`src/rtl/uart_tx_fifo_drain.sv`:
```
// -----------------------------------------------------------------------------
// uart_tx_fifo_drain
//
// UART transmitter that drains a fall-through TX FIFO. Whenever the block is
// idle and the FIFO reports data, the head word is popped and serialised as
// one frame: a start bit, DBIT data bits LSB first, an optional even-parity
// bit, then the stop period. Bit timing comes from an external 16x
// oversampling baud tick, so one bit lasts 16 ticks.
//
// Build option:
//   UART_TX_PARITY_EN  when defined, an even-parity bit is inserted between
//                      the last data bit and the stop period. The parity is
//                      computed from the word at pop time.
//
// Parameters:
//   DBIT     data bits per frame (5..8)
//   SB_TICK  baud ticks in the stop period (16 = 1, 24 = 1.5, 32 = 2 stops)
//
// Ports:
//   i_clk         system clock, rising edge
//   i_reset_n     asynchronous active-low reset
//   i_tick        baud tick, one-cycle pulse at 16x the bit rate
//   i_fifo_empty  FIFO empty flag
//   i_fifo_data   FIFO head word, valid while i_fifo_empty is low
//   o_fifo_rd     FIFO pop strobe, one cycle, only from IDLE
//   o_tx          serial line, idle high, registered
//   o_busy        high while a frame is in progress
//   o_tx_done     one-cycle pulse on the last tick of the stop period
// -----------------------------------------------------------------------------
module uart_tx_fifo_drain #(
  parameter int DBIT    = 8,
  parameter int SB_TICK = 16
) (
  input  logic            i_clk,
  input  logic            i_reset_n,
  input  logic            i_tick,
  input  logic            i_fifo_empty,
  input  logic [DBIT-1:0] i_fifo_data,
  output logic            o_fifo_rd,
  output logic            o_tx,
  output logic            o_busy,
  output logic            o_tx_done
);

  // The tick counter must reach SB_TICK-1 in the stop period (31 for two stop
  // bits), so it grows beyond 4 bits when the stop period is longer than 16.
  localparam int SW = ($clog2(SB_TICK) > 4) ? $clog2(SB_TICK) : 4;

  // State encoding kept as plain constants for compatibility with existing
  // tooling that decodes the state register directly.
  localparam logic [2:0] ST_IDLE   = 3'd0;
  localparam logic [2:0] ST_START  = 3'd1;
  localparam logic [2:0] ST_DATA   = 3'd2;
`ifdef UART_TX_PARITY_EN
  localparam logic [2:0] ST_PARITY = 3'd3;
`endif
  localparam logic [2:0] ST_STOP   = 3'd4;

  localparam logic [SW-1:0] S_BIT_LAST  = SW'(15);
  localparam logic [SW-1:0] S_STOP_LAST = SW'(SB_TICK - 1);
  localparam logic [2:0]    N_LAST      = 3'(DBIT - 1);

  logic [2:0]      state_q, state_d;
  logic [SW-1:0]   s_q, s_d;
  logic [2:0]      n_q, n_d;
  logic [DBIT-1:0] b_q, b_d;
  logic            tx_q, tx_d;
  logic            fifo_rd;
  logic            tx_done;

`ifdef UART_TX_PARITY_EN
  logic            par_q, par_d;
`endif

  // ---------------------------------------------------------------------------
  // Next-state logic
  // ---------------------------------------------------------------------------
  always_comb begin
    // NOTE: every signal assigned here gets a default first, so no path
    // through the case statement can leave one unassigned and infer a latch.
    state_d = state_q;
    s_d     = s_q;
    n_d     = n_q;
    b_d     = b_q;
    fifo_rd = 1'b0;
    tx_done = 1'b0;
`ifdef UART_TX_PARITY_EN
    par_d   = par_q;
`endif

    case (state_q)
      ST_IDLE: begin
        // Start as soon as a word is available; the tick phase does not
        // matter because the start bit counts its own 16 ticks.
        if (!i_fifo_empty) begin
          fifo_rd = 1'b1;
          b_d     = i_fifo_data;
          s_d     = '0;
          state_d = ST_START;
`ifdef UART_TX_PARITY_EN
          par_d   = ^i_fifo_data;
`endif
        end
      end

      ST_START: begin
        if (i_tick) begin
          if (s_q == S_BIT_LAST) begin
            s_d     = '0;
            n_d     = '0;
            state_d = ST_DATA;
          end else begin
            s_d = s_q + SW'(1);
          end
        end
      end

      ST_DATA: begin
        if (i_tick) begin
          if (s_q == S_BIT_LAST) begin
            s_d = '0;
            b_d = b_q >> 1;
            if (n_q == N_LAST) begin
`ifdef UART_TX_PARITY_EN
              state_d = ST_PARITY;
`else
              state_d = ST_STOP;
`endif
            end else begin
              n_d = n_q + 3'd1;
            end
          end else begin
            s_d = s_q + SW'(1);
          end
        end
      end

`ifdef UART_TX_PARITY_EN
      ST_PARITY: begin
        if (i_tick) begin
          if (s_q == S_BIT_LAST) begin
            s_d     = '0;
            state_d = ST_STOP;
          end else begin
            s_d = s_q + SW'(1);
          end
        end
      end
`endif

      ST_STOP: begin
        // Done is decoded combinationally on the final stop tick so the very
        // next cycle is IDLE and can pop again: frames are one clock apart.
        if (i_tick) begin
          if (s_q == S_STOP_LAST) begin
            tx_done = 1'b1;
            state_d = ST_IDLE;
          end else begin
            s_d = s_q + SW'(1);
          end
        end
      end

      default: begin
        state_d = ST_IDLE;
      end
    endcase
  end

  // ---------------------------------------------------------------------------
  // Line level for the current state. It is registered below, so o_tx follows
  // the state one clock later and cannot glitch on decode transitions.
  // ---------------------------------------------------------------------------
  always_comb begin
    tx_d = 1'b1;
    case (state_q)
      ST_IDLE:   tx_d = 1'b1;
      ST_START:  tx_d = 1'b0;
      ST_DATA:   tx_d = b_q[0];
`ifdef UART_TX_PARITY_EN
      ST_PARITY: tx_d = par_q;
`endif
      ST_STOP:   tx_d = 1'b1;
      default:   tx_d = 1'b1;
    endcase
  end

  // ---------------------------------------------------------------------------
  // State registers
  // ---------------------------------------------------------------------------
  always_ff @(posedge i_clk or negedge i_reset_n) begin
    if (!i_reset_n) begin
      // Reset aborts any frame in flight and forces the line high at once.
      state_q <= ST_IDLE;
      s_q     <= '0;
      n_q     <= '0;
      b_q     <= '0;
      tx_q    <= 1'b1;
`ifdef UART_TX_PARITY_EN
      par_q   <= 1'b0;
`endif
    end else begin
      // NOTE: non-blocking assignments so every register samples the values
      // from before this edge, independent of statement order.
      state_q <= state_d;
      s_q     <= s_d;
      n_q     <= n_d;
      b_q     <= b_d;
      tx_q    <= tx_d;
`ifdef UART_TX_PARITY_EN
      par_q   <= par_d;
`endif
    end
  end

  assign o_fifo_rd = fifo_rd;
  assign o_tx      = tx_q;
  assign o_busy    = (state_q != ST_IDLE);
  assign o_tx_done = tx_done;

endmodule

```
`config.mk`:
```
export PLATFORM = sky130hd
export DESIGN_NAME = uart_tx_fifo_drain
export DESIGN_NICKNAME = d
export VERILOG_FILES = /design/src/rtl/uart_tx_fifo_drain.sv
export SDC_FILE = /design/constraint.sdc
export NUM_CORES = 1
export LEC_CHECK = 0
export BUFFER_PORTS_ARGS = -buffer_cell sky130_fd_sc_hd__buf_4
export CELL_PAD_IN_SITES_DETAIL_PLACEMENT = 0
export CELL_PAD_IN_SITES_GLOBAL_PLACEMENT = 1
export CORE_ASPECT_RATIO = 1.2
export CORE_UTILIZATION = 45
export DETAILED_ROUTE_END_ITERATION = 7
export GPL_TIMING_DRIVEN = 0
export PLACE_DENSITY = 0.85
export SETUP_SLACK_MARGIN = 0.05
export SLEW_MARGIN = 40
export SYNTH_ARGS = -nofsm -noshare
export SYNTH_HDL_FRONTEND = slang
export SYNTH_SLANG_ARGS = --single-unit
```
`constraint.sdc`:
```
create_clock -name i_clk -period 4.55 [get_ports i_clk]
set_input_delay 0.2275 -clock i_clk [delete_from_list [all_inputs] [get_ports i_clk]]
set_output_delay 0.2275 -clock i_clk [all_outputs]
set_load 0.01 [all_outputs]
```
==> results of run 1 <==
==> synthesized netlist by cell type, drive strengths merged <==
cell type and count:
nor4bb 1, a21oi 7, a221o 1, mux2 1
a21o 1, clkbuf 3, a211o 1, nand3b 1
nand2b 1, o21ai 7, nor2b 4, nand2 21
dfstp 1, or3b 1, a32o 1, nand3 3
and3 1, mux2i 1, nor2 18, o31a 1
a22o 2, a22oi 1, nor3b 2, o22ai 2
a41oi 1, inv 2, xnor2 1, a211oi 1
nor4 1, a31oi 7, buf 5, nor3 3
a2111o 1, dfrtp 18, ha 3
==> metal layers <==
| metal | routed length, um | vias to the layer above | part of all wire |
|---|---|---|---|
| li1 | - | 489 | - |
| met1 | 1050 | 455 | 0.46 |
| met2 | 1140 | 12 | 0.50 |
| met3 | 54 | 4 | 0.024 |
| met4 | 26 | 0 | 0.011 |
| met5 | 0 | - | 0 |
==> through the flow <==
step                      cells  hold WS (ps)
after floorplan             126         -68.1
after global placement      172           113
after detailed placement    172           117
after CTS                   177           169
after global routing        177           150
final                       177           175
==> worst min-delay path, stage by stage <==
cell     delay [ps]
buf_4           110
nand2_1          50
a31oi_1          70
==> cells in the final DEF (no fill, tap or decap), drive strengths merged, types with 2 or more instances in the layout <==
master / netlist / final
nand3: 3 / 3
nor3: 3 / 3
nor3b: 2 / 2
a21oi: 7 / 7
clkbuf: 3 / 6
nor2b: 4 / 4
nand2: 21 / 21
o22ai: 2 / 2
buf: 5 / 20
inv: 2 / 2
dfrtp: 18 / 18
o21ai: 7 / 7
a31oi: 7 / 7
a22o: 2 / 2
nor2: 18 / 18
ha: 3 / 3
==> area by class of cell <==
cell class	count	area share
Multi-Input combinational cell	97	0.445
Sequential cell	19	0.370
Timing Repair Buffer	16	0.0952
Buffer	8	0.0321
Tap cell	31	0.0301
Clock buffer	3	0.0175
Inverter	2	0.00583
Clock inverter	1	0.00389
==> worst max-delay path by stage <==
stage	start	end	cells after the start
after floorplan	state_q[0]	s_q[0]	6
after global placement	state_q[0]	b_q[2]	7
after detailed placement	state_q[0]	b_q[0]	7
after CTS	s_q[0]	o_tx_done	6
after global routing	s_q[1]	o_tx_done	6
final	s_q[0]	o_tx_done	6
==> cell families (layout without fill, tap and decap cells) <==
group	count (synthesis)	after routing	share of synthesized area
AO/OA/AOI/OAI	34	34	0.204
XOR/XNOR	1	1	0.00797
adder cells (fa/ha/maj)	3	3	0.0342
buffers and inverters	10	30	0.0444
flip-flops	19	19	0.434
multiplexers	2	2	0.0194
AND/OR/NAND/NOR	57	57	0.256
==> registers in the layout, summed over array words and instances, names as in the netlist <==
name / count
s_q: 4
state_q: 3
b_q: 8
n_q: 3
o_tx: 1
==> where the power goes <==
part	internal [mW]	switching, mW
clock	0.0327	0.0531
sequential	0.232	0.0435
combinational	0.129	0.130
==> key figures, run 1 <==
Floorplanning
  – Width of the die: 47.1 um
  – Core area: 0.00231 mm^2
  – DIE HEIGHT: 56.1 um
  – Placement Rows: 19
  – Starting Density: 0.476
  – IO Pins: 16
  – Die Area: 0.00264 mm^2

Yosys
  – Area contributors post-synth: dfrtp_1 41%, nand2_1 7.2%, nor2_1 5.5%
  – Mapped Nets: 141
  – Gate count of the mapped netlist: 126
  – Synthesized area per cell: 8.72 um^2
  – Post-synthesis cell type count: 37
  – Seq cells post-synth: 19
  – Synth area leader: dfrtp_1
  – Post-synthesis cell area: 0.00110 mm^2
  – Sequential area share after synthesis: 0.434
  – Synth top area share: 0.410
  – Synth Warn #: 0

Worst setup path
  – WP data arrival: 1920 ps
  – Reg2reg setup slack: 2590 ps
  – R2R cell count: 7
  – CP Capture Type: output pin
  – CP top delay family: simple AND/OR/NAND/NOR gates
  – RR Endpoint: b_q[0]
  – Crit-path max cell delay: 400 ps
  – Crit path kind: reg -> out
  – Crit start category: flop
  – CP Max Fanout: 8
  – CP cell instances: ha_1, and3_1, clkbuf_1, nand2_1, nor3_1, buf_4
  – Worst Path Required: 4320 ps
  – CP Buf/Inv Count: 2
  – Slowest-stage cell, CP: dfrtp_1
  – R2R Path Start: state_q[0]

Finish
  – Layout area overhead: 17.2%
  – Multi-input gate area: 573 um^2
  – Register Area: 477 um^2
  – Post-route cell area: 0.00129 mm^2
  – # diodes: 0
  – Number of nets in the final layout: 162
  – Fillers: 244
  – Fraction of layout cells with a size suffix above 1: 0.199
  – Core Util, Final: 0.558

STA
  – Final Skew: 7.17 ps
  – Final WS setup: 2400 ps
  – RSZ-0062 raised after global routing: false
  – Minimum clock period after layout: 2150 ps
  – Max-slew violation count: 0
  – Achievable frequency: 465 MHz
  – Final setup violation count: 0
  – Worst rel slew slack: 0.661
  – Least-Margin Pin Slew: 506 ps
  – Setup TNS: 0 ps
  – Tcrit/Tclk final: 0.472
  – Hold Vio Cnt, Final: 0

Clock tree
  – Max Root-Sink Buffers: 2
  – Clock-pin transition on the worst setup and hold timing paths: 110 ps
  – Number of gates resized after CTS: 0
  – CTS buffer count: 3
  – CTS Root Cell: clkbuf_4
  – CTS tree: yes
  – Clk_lat worst skew: 300 ps
  – Postcts setup bufs: 0
  – # H-tree levels: 1
  – CTS Sinks: 19
  – # hold bufs at CTS: 1

Global route
  – Met3 usage: 0.0325
  – Vias in the first global route: 867
  – Met1 Usage GRT: 0.258
  – Global routing's busiest layer: met2
  – Total gr overflow: 0
  – Global-route met2 utilization: 0.319
  – Largest net degree at the start of global routing: 20
  – Initial antenna violation count: 0
  – First-pass GRT wire length: 3.82 mm
  – Total GRT Usage: 0.199

Detailed routing
  – Detailed Route WL: 2.27 mm
  – Via count: 960
  – Routed wire per std cell: 12.8 um
  – DRC: 0
  – Detail Route Antenna Nets: 0
  – DR vias/cell: 5.42
  – DRT Pass-1 Iters: 4
  – Initial DRC Count: 13

Placed design
  – Port Buf Inserts: 15
  – Post-place instance area: 0.00125 mm^2
  – Dpl hpwl: 1.69 mm
  – Pre-CTS setup slack: 2610 ps
  – Gpl congestion: 0.807

Hold path
  – Hold endpoint: b_q[4]
  – Hold depth: 3
  – Worst hold path type: in -> reg
  – Worst hold start: i_fifo_data[4]

Pwr
  – P per Cell Area: 482 mW/mm^2
  – Worst vdd ir: 319 uV
  – Leakage: 0.564 nW
  – Overall power: 0.620 mW

Job
  – Max-Cap Viols: 0

Status
  – Run status: completed
(Power assumes the default switching activity.)
==> run 2, diff against run 1 <==
ABC_AREA = 1   (was unset)
CORE_UTILIZATION = 41   (was 45)
PLACE_DENSITY = 0.8   (was 0.85)
clock period = 2.2 ns   (was 4.55 ns; I/O delays follow)
==> key figures, run 2 <==
Finish
  – Fillers: 299 (+23%)
  – Commonest cells after routing, fill and taps aside: 83 x nand2_1, 25 x nand3_1, 18 x dfrtp_1, 16 x buf_4, 13 x inv_1
  – Layout area overhead: 15.3%
  – # diodes: 0 (unchanged)
  – Fraction of layout cells with a size suffix above 1: 0.189 (-0.00985)
  – Max FFs per register: 8 (unchanged)
  – Largest Register: b_q
  – Biggest regs: b_q (8), s_q (4)
  – Core Util, Final: 0.506 (-0.0524)
  – Commonest non-fill, non-tap cell in the layout: nand2_1
  – Number of nets in the final layout: 212 (+31%)

STA
  – Tcrit/Tclk final: 0.780
  – Achievable frequency: 583 MHz
  – RSZ-0062 raised after global routing: false
  – Worst rel slew slack: 0.801 (+0.140)
  – Hold Vio Cnt, Final: 0 (unchanged)
  – Minimum clock period after layout: 1720 ps
  – Final WS setup: 484 ps (-1920 ps)
  – Final Skew: 8.09 ps (+0.921 ps)
  – Final setup violation count: 0 (unchanged)
  – Setup TNS: 0 ps (unchanged)
  – Max-slew violation count: 0 (unchanged)
  – Least-Margin Pin Slew: 297 ps (-208 ps)
  – Hold WS: 51.7 ps (-123 ps)

Yosys
  – Most common cell in the netlist: nand2_1
  – Post-synth ARST share: 1.00 (unchanged)
  – Area contributors post-synth: dfrtp_1 36%, nand2_1 25%, nand3_1 10%
  – Post-synthesis cell type count: 22 (-41%)
  – Mapped Nets: 191 (+35%)
  – Synth area leader: dfrtp_1
  – Seq cells post-synth: 19 (unchanged)
  – Sequential area share after synthesis: 0.379 (-0.0545)
  – Main flop type after synthesis: dfrtp_1
  – Synth Warn #: 0 (unchanged)
  – Post-synthesis cell area: 0.00126 mm^2 (+14%)
  – Synth top area share: 0.359 (-0.0515)
  – Post-synth top cells: 83 x nand2_1, 25 x nand3_1, 18 x dfrtp_1
  – Synthesized area per cell: 7.14 um^2 (-18%)
  – Gate count of the mapped netlist: 176 (+40%)
  – EDFF count, synth: 0 (unchanged)

Worst setup path
  – CP startpoint: s_q[0]
  – CP Max Fanout: 9 (+1)
  – R2R Path Start: s_q[0]
  – RR Endpoint: n_q[2]
  – Reg2reg setup slack: 610 ps (-1980 ps)
  – Worst Path Required: 2090 ps (-2230 ps)
  – Crit path kind: reg -> out
  – WP data arrival: 1610 ps (-310 ps)
  – R2R cell count: 5 (-2)
  – Crit start category: flop
  – CP Capture Type: output pin
  – Worst Setup EP: o_tx_done

Global route
  – First-pass GRT wire length: 4.67 mm (+22%)
  – Total GRT Usage: 0.186 (-0.0129)
  – Largest net degree at the start of global routing: 20 (unchanged)
  – Initial antenna violation count: 0 (unchanged)
  – Vias in the first global route: 1,095 (+26%)
  – Total gr overflow: 0 (unchanged)

Status
  – Run status: completed

Clock tree
  – CTS Sinks: 19 (unchanged)
  – Clock-pin transition on the worst setup and hold timing paths: 110 ps (about the same)
  – # H-tree levels: 1 (unchanged)
  – Number of gates resized after CTS: 0 (unchanged)
  – CTS buffer count: 3 (unchanged)
  – CTS Root Cell: clkbuf_4
  – CTS tree: yes
  – # hold bufs at CTS: 1 (unchanged)
  – Postcts setup bufs: 0 (unchanged)
  – Clk_lat worst skew: 290 ps (about the same)
  – Max Root-Sink Buffers: 2 (unchanged)

Detailed routing
  – DRT Pass-1 Iters: 4 (unchanged)
  – WL met3: 61 um (+13%)
  – Detail Route Antenna Nets: 0 (unchanged)
  – DR vias/cell: 4.88 (-10%)
  – DRC: 0 (unchanged)
  – Met2 wire length: 1.27 mm (+11%)
  – Routed wire per std cell: 11.3 um (-12%)
  – Max layer used: met4
  – Initial DRC Count: 50 (+37)
  – Via count: 1,122 (+17%)
  – Metal-1 WL: 1.24 mm (+19%)
  – Detailed Route WL: 2.60 mm (+14%)

Placed design
  – Pre-CTS setup slack: 636 ps (-1970 ps)
  – Dpl hpwl: 1.95 mm (+16%)
  – Gpl congestion: 0.802 (-0.60%)
  – Port Buf Inserts: 15 (unchanged)

Pwr
  – Leakage: 0.823 nW (+46%)
  – P per Cell Area: 1120 mW/mm^2 (+130%)
  – Overall power: 1.62 mW (+160%)
  – Worst vdd ir: 621 uV (+94%)

Floorplanning
  – DIE HEIGHT: 62.6 um (+12%)
  – IO Pins: 16 (unchanged)
  – Starting Density: 0.439 (-0.0378)
  – Width of the die: 52.5 um (+12%)
  – Die Area: 0.00329 mm^2 (+24%)
  – Placement Rows: 21 (+2)
  – Core area: 0.00286 mm^2 (+24%)

Job
  – Max-Cap Viols: 0 (unchanged)

Hold path
  – Hold depth: 3 (unchanged)
  – Worst hold path type: in -> reg
-- run 2: worst min path at each step --
stage	start	endpoint	slack [ps]
after floorplan	i_reset_n	b_q[0]	-190
after global placement	i_reset_n	n_q[2]	-2
after detailed placement	i_reset_n	n_q[0]	0.8
after CTS	i_fifo_data[7]	b_q[7]	40
after global routing	i_fifo_data[7]	b_q[7]	70
final	i_fifo_data[7]	b_q[7]	50
-- run 2: through the flow --
step           instances  cell area, um^2
2_1_floorplan        176             1260
3_3_place_gp         225             1410
6_report             230             1450
3_5_place_dp         225             1410
4_1_cts              230             1450
5_1_grt              230             1450
-- run 2: kinds of logic after synthesis --
family / after synthesis / synth area share
flops: 19 / 0.379
compound gates: 7 / 0.0498
xor+xnor: 2 / 0.0139
fa+ha+maj: 3 / 0.0299
buf+inv: 18 / 0.0747
simple gates: 127 / 0.452
-- run 2: area by class of cell --
cell class              count  area, um^2  share of cell area
repair buffers             16         123              0.0846
clock buffers               3        22.5              0.0155
multi-input cells         139         686               0.473
plain buffers               4        41.3              0.0285
flip-flops and latches     19         477               0.329
clock inverters             1        5.00             0.00345
well taps                  34        42.5              0.0294
inverters                  14        52.6              0.0363
-- run 2: metal layers --
layer  vias up  global-route usage
met1       505               0.247
met4         0              0.0691
met3         2              0.0146
met2        21               0.307
li1        594                   -
met5         -                   0
-- run 2: power by group --
part / switching (mW) / internal, mW
clock: 0.103 / 0.0676
combinational: 0.572 / 0.322
sequential: 0.0819 / 0.475
total: 0.757 / 0.865
-- run 2: worst max-delay path: stages, from the launching register on --
cell	delay, ps
dfrtp_1	410
ha_1	220
nand3_2	230
inv_1	150
nand2_1	80
nor2_1	100
buf_4	120
